<file path="src/rtl/pll_reset_pkg.sv">
// Shared types and width helpers for the PLL reset sequencer.
//   seq_state_e : sequencer FSM states
//   cnt_width   : width of the cycle counter for a filter window and stage delay
//   idx_width   : width of the stage index for a given stage count
package pll_reset_pkg;

  typedef enum logic [2:0] {
    WAIT_LOCK,
    FILTER,
    RELEASE,
    RUN,
    SW_HOLD
  } seq_state_e;

  function automatic int max_of(input int a, input int b);
    return (a > b) ? a : b;
  endfunction

  // One extra bit so the counter can hold its terminal value for any legal
  // parameter set (including power-of-two windows).
  function automatic int cnt_width(input int filt_cycles, input int stage_delay);
    return $clog2(max_of(filt_cycles, stage_delay)) + 1;
  endfunction

  function automatic int idx_width(input int num_stages);
    return $clog2(num_stages) + 1;
  endfunction

endpackage

</file>
<file path="src/rtl/cdc_sync.sv">
// Single-bit multi-flop synchroniser for an asynchronous level input.
//   clk     : destination clock
//   reset_n : asynchronous active-low reset, clears all flops to 0
//   d_i     : asynchronous input
//   q_o     : d_i delayed by STAGES flops in the clk domain
module cdc_sync #(
  parameter int STAGES = 2
) (
  input  logic clk,
  input  logic reset_n,
  input  logic d_i,
  output logic q_o
);

  logic [STAGES-1:0] sync_q;

  always_ff @(posedge clk or negedge reset_n) begin
    if (!reset_n) begin
      sync_q <= '0;
    end else begin
      sync_q <= {sync_q[STAGES-2:0], d_i};
    end
  end

  assign q_o = sync_q[STAGES-1];

endmodule

</file>
<file path="src/rtl/pll_reset_sequencer.sv">
// Staged reset release driven by the PLL lock flag.
// Waits for a stable synchronised lock, then releases the active-low stage
// resets one at a time in index order. Lock loss (counted, saturating) or a
// software request re-asserts every stage together.
//   clk               : system clock, domain the resets are released into
//   reset_n           : asynchronous active-low reset
//   pll_locked_i      : PLL lock flag, asynchronous to clk
//   sw_reset_i        : single-cycle request to re-sequence the resets
//   stage_reset_n_o   : active-low stage resets, bit 0 released first
//   ready_o           : high while every stage is released
//   lock_loss_count_o : saturating count of lock-loss events
module pll_reset_sequencer
  import pll_reset_pkg::*;
#(
  parameter int SYNC_STAGES        = 2,
  parameter int LOCK_FILTER_CYCLES = 1024,
  parameter int STAGE_DELAY        = 256,
  parameter int NUM_STAGES         = 3,
  parameter int LOSS_CNT_W         = 8
) (
  input  logic                  clk,
  input  logic                  reset_n,
  input  logic                  pll_locked_i,
  input  logic                  sw_reset_i,
  output logic [NUM_STAGES-1:0] stage_reset_n_o,
  output logic                  ready_o,
  output logic [LOSS_CNT_W-1:0] lock_loss_count_o
);

  localparam int CNT_W = cnt_width(LOCK_FILTER_CYCLES, STAGE_DELAY);
  localparam int IDX_W = idx_width(NUM_STAGES);

  localparam logic [CNT_W-1:0]      FILT_LAST  = CNT_W'(LOCK_FILTER_CYCLES - 1);
  localparam logic [CNT_W-1:0]      DELAY_LAST = CNT_W'(STAGE_DELAY - 1);
  localparam logic [IDX_W-1:0]      IDX_LAST   = IDX_W'(NUM_STAGES - 1);
  localparam logic [LOSS_CNT_W-1:0] LOSS_MAX   = '1;

  logic locked_s;

  seq_state_e            state_q, state_d;
  logic [CNT_W-1:0]      cnt_q, cnt_d;
  logic [IDX_W-1:0]      k_q, k_d;
  logic [NUM_STAGES-1:0] stage_q, stage_d;
  logic                  ready_q, ready_d;
  logic [LOSS_CNT_W-1:0] loss_q, loss_d;

  logic lock_lost;
  logic sw_req;

  cdc_sync #(
    .STAGES (SYNC_STAGES)
  ) u_lock_sync (
    .clk     (clk),
    .reset_n (reset_n),
    .d_i     (pll_locked_i),
    .q_o     (locked_s)
  );

  // Loss only counts once resets have started releasing; a drop during the
  // filter window is just an unstable lock and silently restarts the wait.
  assign lock_lost = !locked_s &&
                     ((state_q == RELEASE) || (state_q == RUN) || (state_q == SW_HOLD));
  // Lock loss takes priority over a simultaneous software request.
  assign sw_req    = sw_reset_i && !lock_lost &&
                     ((state_q == RELEASE) || (state_q == RUN));

  always_comb begin
    state_d = state_q;
    cnt_d   = cnt_q;
    k_d     = k_q;
    stage_d = stage_q;
    ready_d = ready_q;
    loss_d  = loss_q;

    if (lock_lost) begin
      state_d = WAIT_LOCK;
      cnt_d   = '0;
      k_d     = '0;
      stage_d = '0;
      ready_d = 1'b0;
      if (loss_q != LOSS_MAX) begin
        loss_d = loss_q + LOSS_CNT_W'(1);
      end
    end else if (sw_req) begin
      state_d = SW_HOLD;
      cnt_d   = '0;
      k_d     = '0;
      stage_d = '0;
      ready_d = 1'b0;
    end else begin
      unique case (state_q)
        WAIT_LOCK: begin
          cnt_d   = '0;
          k_d     = '0;
          stage_d = '0;
          ready_d = 1'b0;
          if (locked_s) begin
            state_d = FILTER;
          end
        end
        FILTER: begin
          if (!locked_s) begin
            state_d = WAIT_LOCK;
            cnt_d   = '0;
          end else if (cnt_q == FILT_LAST) begin
            state_d = RELEASE;
            cnt_d   = '0;
            k_d     = '0;
          end else begin
            cnt_d = cnt_q + CNT_W'(1);
          end
        end
        RELEASE: begin
          if (cnt_q == DELAY_LAST) begin
            cnt_d = '0;
            k_d   = k_q + IDX_W'(1);
            for (int i = 0; i < NUM_STAGES; i++) begin
              if (k_q == IDX_W'(i)) begin
                stage_d[i] = 1'b1;
              end
            end
            // Ready rises on the same edge as the last stage.
            if (k_q == IDX_LAST) begin
              state_d = RUN;
              ready_d = 1'b1;
            end
          end else begin
            cnt_d = cnt_q + CNT_W'(1);
          end
        end
        RUN: begin
        end
        SW_HOLD: begin
          // Software re-sequence trusts the lock already filtered once.
          if (cnt_q == DELAY_LAST) begin
            state_d = RELEASE;
            cnt_d   = '0;
            k_d     = '0;
          end else begin
            cnt_d = cnt_q + CNT_W'(1);
          end
        end
        default: begin
          state_d = WAIT_LOCK;
          cnt_d   = '0;
          k_d     = '0;
          stage_d = '0;
          ready_d = 1'b0;
        end
      endcase
    end
  end

  always_ff @(posedge clk or negedge reset_n) begin
    if (!reset_n) begin
      state_q <= WAIT_LOCK;
      cnt_q   <= '0;
      k_q     <= '0;
      stage_q <= '0;
      ready_q <= 1'b0;
      loss_q  <= '0;
    end else begin
      state_q <= state_d;
      cnt_q   <= cnt_d;
      k_q     <= k_d;
      stage_q <= stage_d;
      ready_q <= ready_d;
      loss_q  <= loss_d;
    end
  end

  assign stage_reset_n_o   = stage_q;
  assign ready_o           = ready_q;
  assign lock_loss_count_o = loss_q;

endmodule
</file>
<file path="config.mk">
export PLATFORM = sky130hd
export DESIGN_NAME = pll_reset_sequencer
export DESIGN_NICKNAME = d
export VERILOG_FILES = /design/src/rtl/pll_reset_pkg.sv /design/src/rtl/cdc_sync.sv /design/src/rtl/pll_reset_sequencer.sv
export SDC_FILE = /design/constraint.sdc
export NUM_CORES = 1
export LEC_CHECK = 0
export BUFFER_PORTS_ARGS = -buffer_cell sky130_fd_sc_hd__buf_4
export CORE_MARGIN = 1.5
export CORE_UTILIZATION = 39
export CTS_CLUSTER_DIAMETER = 100
export CTS_CLUSTER_SIZE = 8
export DETAILED_ROUTE_END_ITERATION = 10
export GPL_TIMING_DRIVEN = 0
export PLACE_DENSITY = 0.66
export SYNTH_ARGS = -nofsm -noshare
export SYNTH_HDL_FRONTEND = slang
export SYNTH_SLANG_ARGS = --single-unit
</file>
<file path="constraint.sdc">
create_clock -name clk -period 2.8 [get_ports clk]
set_input_delay 0.28 -clock clk [delete_from_list [all_inputs] [get_ports clk]]
set_output_delay 0.28 -clock clk [all_outputs]
set_load 0.005 [all_outputs]
</file>
== Word-level counts from Yosys, hierarchy flattened ==
Index checks and enable logic that the tools add are counted.

* Register bits after elaboration: 31
* Input bits: 4
* Logic and storage cells: 82
* Output and inout port bits: 12

* Equal/unequal tests: 20
* Reduce and logical (&&, ||, !) cells: 17
* Muxes and demuxes: 33
* $add $sub $neg: 3

{| class="wikitable"
|+ Operators by type and width
! kind !! count
|-
| 2-to-1 mux 11 bit || 5
|-
| 2-to-1 mux 3 bit || 17
|-
| case mux 11 bit (3 select lines) || 1
|-
| inequality test 4 x 3 -> 1 bit, second input constant || 7
|-
| case mux 3 bit (5 select lines) || 1
|-
| case mux 3 bit (4 select lines) || 1
|-
| adder 11 x 1 -> 11 bit, second input constant || 1
|-
| == test 11 x 10 -> 1 bit, second input constant || 1
|-
| == test 11 x 8 -> 1 bit, second input constant || 1
|-
| == test 3 x 2 -> 1 bit, second input constant || 3
|-
| AND reduction 3 bit || 3
|-
| adder 8 x 1 -> 8 bit, second input constant || 1
|-
| inequality test 8 bit, second input constant || 1
|-
| == test 3 x 1 -> 1 bit, second input constant || 2
|-
| logical NOT 3 bit || 2
|-
| 2-to-1 mux 1 bit || 6
|-
| case mux 3 bit (2 select lines) || 1
|-
| AND reduction 6 bit || 1
|-
| inequality test 5 bit, second input constant || 1
|-
| AND reduction 5 bit || 1
|-
| inequality test 4 bit, second input constant || 1
|-
| adder 3 x 1 -> 3 bit, second input constant || 1
|-
| == test 3 bit, second input constant || 1
|-
| logical AND 1 bit || 3
|-
| other kinds (8) || 10
|}

== Logic depth before layout (Yosys ltp) ==
Gate-level depths: netlist of the first run.

* Depth in word-level cells: 9
* Mapped depth: 7
* Gate-level depth less buffers: 7

== Cells and area by module ==
A second synthesis of the first run with hierarchy kept.

* Cell total of the unflattened synthesis: 178
* Area total of the unflattened synthesis: 1705.4 um^2

{| class="wikitable"
|+ Modules (own cells, without submodules)
! module !! seq. area each (um^2) !! instances !! area each (um^2) !! cells each
|-
| pll_reset_sequencer || 700.7 || 1 || 1655.3 || 176
|-
| cdc_sync || 50.0 || 1 || 50.0 || 2
|}

== Worst setup path after synthesis of the first run ==
OpenSTA, ideal clock, no wires.

* Path type: register to register
* From: register state_q[0]
* To: register loss_q[1] (netlist: lock_loss_count_o[1])
* Buffers on the path: 1
* Path slack: 1.044 ns
* Required time: 2.675 ns
* Period minus slack after synthesis: 1.756 ns
* Library setup time: 0.125 ns
* Cell stages (with the launch flop): 6
* Data arrival time: 1.631 ns
* Cells stage by stage: dfrtp_1 > buf_4 > nor3b_1 > o21bai_1 > a31oi_1 > mux2_2

* Longest elaborated chain between the ends: 5
* Elaborated cells between the ends (all ways): 7
* Those cells by class: eq/ne (3); reduce/logical (4)

{| class="wikitable"
|+ RTL lines
! item !! RTL line !! source
|-
| start, declared || pll_reset_sequencer.sv:40 || <nowiki>seq_state_e state_q, state_d;</nowiki>
|-
| start signal, assigned || pll_reset_sequencer.sv:163 || <nowiki>state_q <= state_d;</nowiki>
|-
| == test 3 x 2 -> 1 bit || pll_reset_sequencer.sv:62 || <nowiki>((state_q == RELEASE) || (state_q == RUN) || (state_q == SW_HOLD));</nowiki>
|-
| logical OR 1 bit || pll_reset_sequencer.sv:62 ||
|-
| logical OR 1 bit * || pll_reset_sequencer.sv:62 ||
|-
| logical AND 1 bit * || pll_reset_sequencer.sv:61 || <nowiki>assign lock_lost = !locked_s &&</nowiki>
|-
| AND reduction 2 bit (no source line) * || -- ||
|-
| end signal, assigned || pll_reset_sequencer.sv:168 || <nowiki>loss_q <= loss_d;</nowiki>
|-
| end, declared || pll_reset_sequencer.sv:45 || <nowiki>logic [LOSS_CNT_W-1:0] loss_q, loss_d;</nowiki>
|}

Mark *: on every way between the ends. The rest lies on a longest branch, timed or not.
A chain may end at the register's enable or synchronous reset.

== Final worst setup path of the first run ==
* From: register cnt_q[0]
* To: register cnt_q[3]

* Longest elaborated chain between the ends: 6
* Elaborated cells between the ends (all ways): 9
* Those cells by class: add/sub (1); eq/ne (2); mux (6)

{| class="wikitable"
|+ RTL lines
! item !! RTL line !! source
|-
| start, declared || pll_reset_sequencer.sv:41 || <nowiki>logic [CNT_W-1:0] cnt_q, cnt_d;</nowiki>
|-
| start signal, assigned || pll_reset_sequencer.sv:164 || <nowiki>cnt_q <= cnt_d;</nowiki>
|-
| adder 11 x 1 -> 11 bit or == test 11 x 10 -> 1 bit (tied branches) || -- ||
|-
| 2-to-1 mux 11 bit || pll_reset_sequencer.sv:105 || <nowiki>end else if (cnt_q == FILT_LAST) begin</nowiki>
|-
| 2-to-1 mux 11 bit || pll_reset_sequencer.sv:102 || <nowiki>if (!locked_s) begin</nowiki>
|-
| case mux 11 bit (3 select lines) * || pll_reset_sequencer.sv:91 || <nowiki>unique case (state_q)</nowiki>
|-
| 2-to-1 mux 11 bit * || pll_reset_sequencer.sv:84 || <nowiki>end else if (sw_req) begin</nowiki>
|-
| 2-to-1 mux 11 bit * || pll_reset_sequencer.sv:75 || <nowiki>if (lock_lost) begin</nowiki>
|}

Marked as above.

==> summary.log, run 1 <==
INFO  synth          synth_top_cell_by_area=dfrtp_1
INFO  synth          post_synth_edffs=0
INFO  timing         setup-tns-final=0ps
INFO  cts            tritoncts_clock_tree=built
INFO  timing         timing.final.ws_setup=786ps
INFO  synth          ys_top_cells_by_area=dfrtp_1 (43%), ha_1 (4.3%), nand2_1 (4.3%), a31oi_1 (3.9%), o21ai_0 (2.9%)
INFO  synth          yosys_cell_types=49
INFO  worst_setup_path timing.critical_path.required=2960ps
INFO  power          ir_worst_vdd=484uV
INFO  synth          synthArstFlopShare=100%
INFO  global_routing largest_net_degree_at_the_start_of_global_routing=31
INFO  detailed_routing route.vias.total=1452
INFO  floorplan      die_h=70.0microns
INFO  floorplan      initial_utilization=40.5%
INFO  worst_setup_path worstReg2RegStart=cnt_q[0]
INFO  floorplan      design.die.area=4900squm
INFO  place          dpl_worst_slack=818ps
INFO  detailed_routing detail_route.wl_per_cell=13.6microns
INFO  detailed_routing drtIter0Drc=78
INFO  place          place_area=1930squm
INFO  outcome        status=completed
INFO  cts            tritoncts_num_sinks=30
INFO  cts            cts_inserted_buffers=5
INFO  synth          synth_nets=192
INFO  timing         maxClockFrequency=496MHz
INFO  power          powerDensity=796nW/um^2
INFO  worst_setup_path worstRegToRegCells=6
INFO  power          p_total=1.66mW
INFO  place          place.gp.congestion=0.797
INFO  power          power.static_leakage=0.866nW
INFO  timing         tightestPinTransition=529ps
INFO  synth          synthTopCellsByCount=dfrtp_1 (30), nand2_1 (20), a31oi_1 (11), inv_1 (11), o21ai_0 (10)
INFO  synth          syn_avg_cell_area=9.61squm
INFO  cts            htree_num_levels=2
INFO  final_layout   n_antenna_cell=0
INFO  worst_hold_path min_path_type=input port to flop
INFO  place          detailed_place_hpwl=2.48mm
INFO  detailed_routing wl=3.51mm
INFO  detailed_routing ant_nets=0
INFO  timing         timing_max_transition_violations_final=0
INFO  global_routing antenna_found_initial=0
INFO  final_layout   area.growth.synth_to_final=18.9%
INFO  global_routing first_global_vias=1413
INFO  worst_setup_path worstPathMaxFanout=10
INFO  worst_hold_path timing.hold.worst_endpoint=u_lock_sync.sync_q[0]
INFO  cts            clockBufferDepth=2
INFO  global_routing groute.usage.overall=15.6%
INFO  run            timing.max_cap.violations=0
INFO  timing         slew_headroom=64.5%
INFO  synth          syn_area=1750squm
INFO  synth          synth_seq_area_share=42.9%
INFO  synth          synthMostInstantiatedCell=dfrtp_1
INFO  final_layout   nFillCells=419
INFO  worst_hold_path min-delay-start=pll_locked_i
INFO  final_layout   layout.nets=215
INFO  timing         setup_viol=0
INFO  worst_setup_path critical_path.reg2reg.endpoint=cnt_q[3]
INFO  floorplan      design.core.area=4320squm
INFO  floorplan      fp-row-count=24
INFO  timing         hold-worst-slack=112ps
INFO  global_routing grt_pass1_wl=6.22mm
INFO  timing         period_minus_slack=2010ps
INFO  cts            cts.reportedPaths.clkPinSlew=70ps
INFO  worst_setup_path cp-start-kind=flop
INFO  cts            worstSkewPairLatency=280ps
INFO  timing         setup_repair_after_global_routing_missed_its_margin=false
INFO  worst_hold_path cells_on_worst_hold_path=1
INFO  worst_setup_path critical_path_arrival=2170ps
INFO  timing         finalHoldViolCount=0
INFO  worst_setup_path setup.reg_to_reg.worst_slack=790ps
INFO  detailed_routing drt_first_pass_iters=4
INFO  detailed_routing drc_errors=0
INFO  floorplan      fp.dieW=70.0microns
INFO  timing         post-route-period-util=71.9%
INFO  cts            cts_root_buf=clkbuf_8
INFO  worst_setup_path worst-setup-path-type=flop to flop
INFO  synth          synth-warning-count=0
INFO  worst_setup_path critical_path.endpoint_type=flop
INFO  timing         worst_clock_skew=7.29ps
INFO  global_routing grt-ovfl-total=0
INFO  synth          ys_dominant_reg_cell=dfrtp_1
INFO  place          place.port_buffers=15
INFO  final_layout   finish.instance_area=2080squm
INFO  floorplan      io-pin-count=16
INFO  final_layout   layout-drive-gt1-share=17.5%
INFO  synth          synthDominantCellAreaShare=42.9%
INFO  synth          yosys_register_bits=30
INFO  synth          syn_inst=182
INFO  detailed_routing via_density_per_instance=5.63
-- per-stage QoR --
| stage | util [%] | cells |
|---|---|---|
| global placement | 44.6 | 249 |
| CTS | 48.1 | 258 |
| floorplan | - | 182 |
| global route | 48.1 | 258 |
| detailed placement | 44.6 | 249 |
| finish | 48.1 | 258 |
-- layer usage --
layer | track usage, % | vias to the layer above | share of wire, %
met3 | 2.60 | 5 | 2.7
met1 | 20.9 | 713 | 50
met5 | 0 | - | 0
met2 | 25.1 | 20 | 46
li1 | - | 714 | -
met4 | 6.41 | 0 | 1.2
-- state kept, by name, summed over array words and instances (netlist names) --
register,flops
u_lock_sync.sync_q,2
k_q,3
lock_loss_count_o,8
cnt_q,11
state_q,3
stage_reset_n_o,3
-- where the power goes --
group | internal (mW) | switching (mW)
clock | 0.380 | 0.169
sequential | 0.506 | 0.0721
combinational | 0.247 | 0.282
total | 1.13 | 0.523
-- cell families after synthesis --
kind of cell	synth area share (%)
AND/OR/NAND/NOR	23.0
AO/OA/AOI/OAI	19.2
flip-flops	42.9
buffers and inverters	5.29
XOR/XNOR	3.51
adder cells (fa/ha/maj)	4.29
multiplexers	1.79
-- cells in the final DEF (no fill, tap or decap), types with 3 or more instances in the layout --
cell,count
ha_1,6
nor2b_1,5
nand4_1,5
o21ai_0,10
o22ai_1,3
clkbuf_8,6
dfrtp_1,30
clkbuf_1,4
and3_1,3
a31oi_1,11
xnor2_1,5
buf_4,17
nand2_1,20
nor2_1,8
nand3_1,9
inv_1,11
nand3b_1,4
nor3_1,5
-- cell type report --
class | count | area (sq um) | share of cell area, %
Multi-Input combinational cell | 132 | 906 | 43.6
Sequential cell | 30 | 751 | 36.1
Timing Repair Buffer | 16 | 123 | 5.90
Clock buffer | 6 | 82.6 | 3.97
Tap cell | 52 | 65.1 | 3.13
Clock inverter | 2 | 60.1 | 2.89
Buffer | 9 | 51.3 | 2.47
Inverter | 11 | 41.3 | 1.99
-- worst max path at each step --
stage          startpoint              endpoint  slack [ps]
6_report         cnt_q[0]              cnt_q[3]         790
4_1_cts          cnt_q[0]              cnt_q[3]         800
3_5_place_dp   state_q[0]  lock_loss_count_o[1]         820
2_1_floorplan  state_q[0]  lock_loss_count_o[1]        1040
5_1_grt          cnt_q[0]                k_q[0]         580
3_3_place_gp     cnt_q[0]              cnt_q[3]         820
-- critical path, stage by stage, from the launching register on --
cell       delay, ps
dfrtp_1          400
ha_1             270
nand2_1          130
nor4_4           420
o2111ai_4        300
nand2_1          250
o22ai_1          120
-- what timing repair did --
item                                    CTS  global route
endpoints found under the hold margin    30             0
hold buffers                              1             0
gates resized for setup                   0             0
buffers inserted                          0             0
endpoints found under the setup margin    0             0
Power figures use the tool's default switching activity.
==> run 2: changes to the inputs <==
--- a/config.mk
+++ b/config.mk
@@ -5,6 +5,7 @@
 export SDC_FILE = /design/constraint.sdc
 export NUM_CORES = 1
 export LEC_CHECK = 0
+export ABC_AREA = 1
 export BUFFER_PORTS_ARGS = -buffer_cell sky130_fd_sc_hd__buf_4
 export CORE_MARGIN = 1.5
 export CORE_UTILIZATION = 39
@@ -12,7 +13,7 @@
 export CTS_CLUSTER_SIZE = 8
 export DETAILED_ROUTE_END_ITERATION = 10
 export GPL_TIMING_DRIVEN = 0
-export PLACE_DENSITY = 0.66
+export PLACE_DENSITY = 0.68
 export SYNTH_ARGS = -nofsm -noshare
 export SYNTH_HDL_FRONTEND = slang
 export SYNTH_SLANG_ARGS = --single-unit
==> constraint.sdc (replaced) <==
create_clock -name clk -period 1.7 [get_ports clk]
set_input_delay 0.17 -clock clk [delete_from_list [all_inputs] [get_ports clk]]
set_output_delay 0.17 -clock clk [all_outputs]
set_load 0.005 [all_outputs]
==> run 2 against run 1 <==
Sequential share of layout area is 2.2 points lower. Largest power group is now combinational cells. Non-clock buffer count is 1 higher. Die area is 2.5% higher. Area after synthesis is 2.6% higher. Critical endpoint is now cnt_q[2]. Count of clock-buffer cells in the layout stayed put.
==> summary.log, run 2 <==
INFO  outcome        status=completed
INFO  synth          yosys_register_bits=30 [unchanged]
INFO  final_layout   largest_reg_flops=11 [unchanged]
INFO  synth          synthDominantCellAreaShare=41.8% [-1.1 points]
INFO  final_layout   most-common-layout-cells=nand2_1 (56), inv_1 (31), dfrtp_1 (28), nor2_1 (23), buf_4 (22)
INFO  worst_setup_path critPathMaxStageDelay=370ps [-50 ps]
INFO  global_routing antenna_found_initial=0 [unchanged]
INFO  final_layout   n_antenna_cell=0 [unchanged]
INFO  global_routing largest_net_degree_at_the_start_of_global_routing=31 [unchanged]
INFO  timing         slew_headroom=73.9% [+9.5 points]
INFO  timing         maxClockFrequency=626MHz [+26%]
INFO  final_layout   nFillCells=441 [+5.3%]
INFO  run            timing.max_cap.violations=0 [unchanged]
INFO  synth          synthArstFlopShare=100% [unchanged]
INFO  synth          synth-warning-count=0 [unchanged]
INFO  synth          yosys.area_share.simple=32.4% [+9.5 points]
INFO  synth          syn_inst=234 [+29%]
INFO  global_routing most_used_routing_layer_in_global_routing=met2
INFO  synth          synth_adder_area_share=4.18% [-0.11 points]
INFO  cts            worstSkewPairLatency=290ps [about the same]
INFO  worst_setup_path worstRegToRegCells=12 [+6]
INFO  timing         setup-tns-final=0ps [unchanged]
INFO  cts            cts_root_buf=clkbuf_8
INFO  worst_setup_path setup.reg_to_reg.worst_slack=100ps [-680 ps]
INFO  cts            cts.reportedPaths.clkPinSlew=70ps [about the same]
INFO  worst_setup_path critical_path.endpoint_type=flop
INFO  timing         post-route-period-util=93.9% [+22 points]
INFO  global_routing grt-ovfl-total=0 [unchanged]
INFO  worst_setup_path worstPathMaxFanout=5 [-5]
INFO  final_layout   storage_element_area=753squm [+0.33%]
INFO  synth          yosys_cell_types=27 [-45%]
INFO  cts            tritoncts_num_sinks=30 [unchanged]
INFO  place          place.port_buffers=15 [unchanged]
INFO  detailed_routing route.vias.total=1526 [+5.1%]
INFO  synth          synthTopCellsByCount=nand2_1 (62), inv_1 (32), dfrtp_1 (30)
INFO  timing         finalHoldViolCount=0 [unchanged]
INFO  worst_setup_path timing.critical_path.required=1870ps [-1090 ps]
INFO  synth          synth_compound_area_share=6.42% [-13 points]
INFO  synth          synth_seq_area_share=41.8% [-1.1 points]
INFO  synth          syn_avg_cell_area=7.67squm [-20%]
INFO  worst_setup_path path_common_cell=nand2_2
INFO  synth          synth_top_cell_by_area=dfrtp_1
INFO  final_layout   layout.nets=275 [+28%]
INFO  floorplan      design.core.area=4380squm [+1.4%]
INFO  synth          post_synth_edffs=0 [unchanged]
INFO  cts            cts_inserted_buffers=5 [unchanged]
INFO  global_routing first_global_vias=1406 [-0.50%]
INFO  floorplan      io-pin-count=16 [unchanged]
INFO  place          detailed_place_hpwl=2.54mm [+2.6%]
INFO  detailed_routing ant_nets=0 [unchanged]
INFO  final_layout   layout-drive-gt1-share=24.4% [+7.0 points]
INFO  global_routing groute.usage.overall=15.8% [+0.26 points]
INFO  synth          post_synth_xor_area_fraction=6.35% [+2.8 points]
INFO  timing         setup_viol=0 [unchanged]
INFO  worst_setup_path worst-setup-path-type=flop to flop
INFO  cts            htree_num_levels=2 [unchanged]
INFO  timing         tightestPinTransition=391ps [-138 ps]
INFO  floorplan      die_h=70.8microns [+1.2%]
INFO  final_layout   largest_register=cnt_q
INFO  global_routing use_met2=23.9% [-1.2 points]
INFO  floorplan      design.die.area=5020squm [+2.5%]
INFO  detailed_routing detail_route.wl_per_cell=11.6microns [-15%]
INFO  cts            clockBufferDepth=2 [unchanged]
INFO  synth          ys_top_cells_by_area=dfrtp_1 (42%), nand2_1 (13%), inv_1 (6.7%), nor2_1 (5.2%), xor2_1 (4.9%)
INFO  synth          synth_nets=244 [+27%]
INFO  place          place.gp.congestion=0.838 [+5.1%]
INFO  floorplan      fp.dieW=70.8microns [+1.2%]
INFO  detailed_routing via_density_per_instance=4.80 [-15%]
INFO  floorplan      initial_utilization=40.9% [+0.47 points]
INFO  detailed_routing drtIter0Drc=104 [+33%]
INFO  synth          synthMostInstantiatedCell=nand2_1
INFO  worst_setup_path library_cell_contributing_the_largest_single_delay_on_the_critical_path=dfrtp_1
INFO  global_routing grt.met3_usage=4.70% [+2.1 points]
INFO  synth          syn_area=1790squm [+2.6%]
INFO  final_layout   multiInputGateArea=955squm [+5.4%]
INFO  timing         worst_clock_skew=5.05ps [-2.24 ps]
INFO  worst_setup_path crit_chain=ha_2 > nand2_4 > nor2_2 > nand2_1 > inv_2 > nand3_1 > nand2_2 > nand2_2 > nand2_2 > nand2_2 > inv_4 > nor2_1
INFO  detailed_routing drc_errors=0 [unchanged]
INFO  global_routing met1_usage=21.5% [+0.60 points]
INFO  power          power.static_leakage=1.09nW [+26%]
INFO  power          ir_worst_vdd=725uV [+50%]
INFO  synth          yosys-mux-area-fraction=0% [-1.8 points]
INFO  power          powerDensity=1350nW/um^2 [+70%]
INFO  final_layout   final_common_cell=nand2_1
INFO  timing         timing_max_transition_violations_final=0 [unchanged]
INFO  cts            tritoncts_clock_tree=built
INFO  worst_hold_path min_path_type=input port to async pin
INFO  worst_setup_path critical_path_arrival=1770ps [-400 ps]
INFO  floorplan      fp-row-count=24 [unchanged]
INFO  worst_setup_path cp-start-kind=flop
INFO  final_layout   area.growth.synth_to_final=24.0%
INFO  synth          ys_dominant_reg_cell=dfrtp_1
INFO  synth          synth_top_family_by_area=simple AND/OR/NAND/NOR gates
INFO  global_routing grt_pass1_wl=6.28mm [+1.0%]
INFO  detailed_routing drt_first_pass_iters=4 [unchanged]
INFO  detailed_routing wl=3.69mm [+4.9%]
INFO  power          p_total=3.01mW [+82%]
INFO  timing         period_minus_slack=1600ps [-418 ps]
## run 2: cell count changes after synthesis, sizes merged, moves of 3 or more
cell,before,now
o22ai,3,0
a21oi,4,8
xor2,2,10
nand2,20,67
nor2,8,31
clkbuf,4,0
nor2b,5,0
nand3,9,14
nand4,6,3
inv,11,35
nand3b,4,0
a31oi,12,2
## run 2: through the flow
| step | utilization, % | instance area [sq um] | hold slack, ps | cells | worst slack [ps] |
|---|---|---|---|---|---|
| 6_report | 50.7 | 2220 | 353 | 318 | 104 |
| 5_1_grt | 50.7 | 2220 | 371 | 318 | -36.0 |
| 4_1_cts | 47.9 | 2100 | 291 | 311 | 26.4 |
| 3_5_place_dp | 45.0 | 1970 | 128 | 301 | 35.2 |
| 3_3_place_gp | 45.0 | 1970 | 125 | 301 | 39.7 |
| 2_1_floorplan | - | 1790 | -126 | 234 | 269 |
## run 2: critical path, delay by kind of cell (launching register included)
family	cells	cell delay, ps
fa+ha+maj	1	210
buf+inv	2	170
simple gates	9	730
flops	1	370
## run 2: kinds of logic (layout without fill, tap and decap cells)
logic type	Yosys count	count (layout)
AOI/OAI and AO/OA	22	22
xor gates and xnor gates	13	13
adders and majority gates	6	6
buffers and inverters	38	69
DFF	30	30
and+or+nand+nor	125	126
## run 2: path summary, 6_finish.rpt
path | start | to
max in group asynchronous | reset_n | state_q[0]
min | reset_n | cnt_q[9]
min reg2reg | u_lock_sync.sync_q[0] | u_lock_sync.sync_q[1]
min in group clk | u_lock_sync.sync_q[0] | u_lock_sync.sync_q[1]
max | cnt_q[1] | cnt_q[2]
max reg2reg | cnt_q[1] | cnt_q[2]
## run 2: layout make-up
cell class,count,share of cell area [%]
plain buffers,3,1.35
clock buffers,6,3.26
clock inverters,2,1.69
inverters,35,6.02
multi-input cells,167,42.9
flip-flops and latches,30,33.9
well taps,52,2.92
repair buffers,23,7.99
## run 2: metal layers
metal / vias up / wire (microns)
met5: - / 0
met4: 0 / 64
met3: 6 / 237
met2: 45 / 1620
met1: 684 / 1770
li1: 791 / -
## run 2: power by group
part	switching (mW)	internal [mW]	total, mW
sequential	0.144	0.852	0.996
clock	0.284	0.437	0.721
combinational	0.762	0.529	1.29
total	1.19	1.82	3.01
## run 2: repair_timing
action | in CTS | in global routing
gates resized for setup | 0 | 21
setup endpoints to repair | 0 | 16
hold buffers | 2 | 0
hold endpoints to repair | 31 | 0
setup buffers | 0 | 6
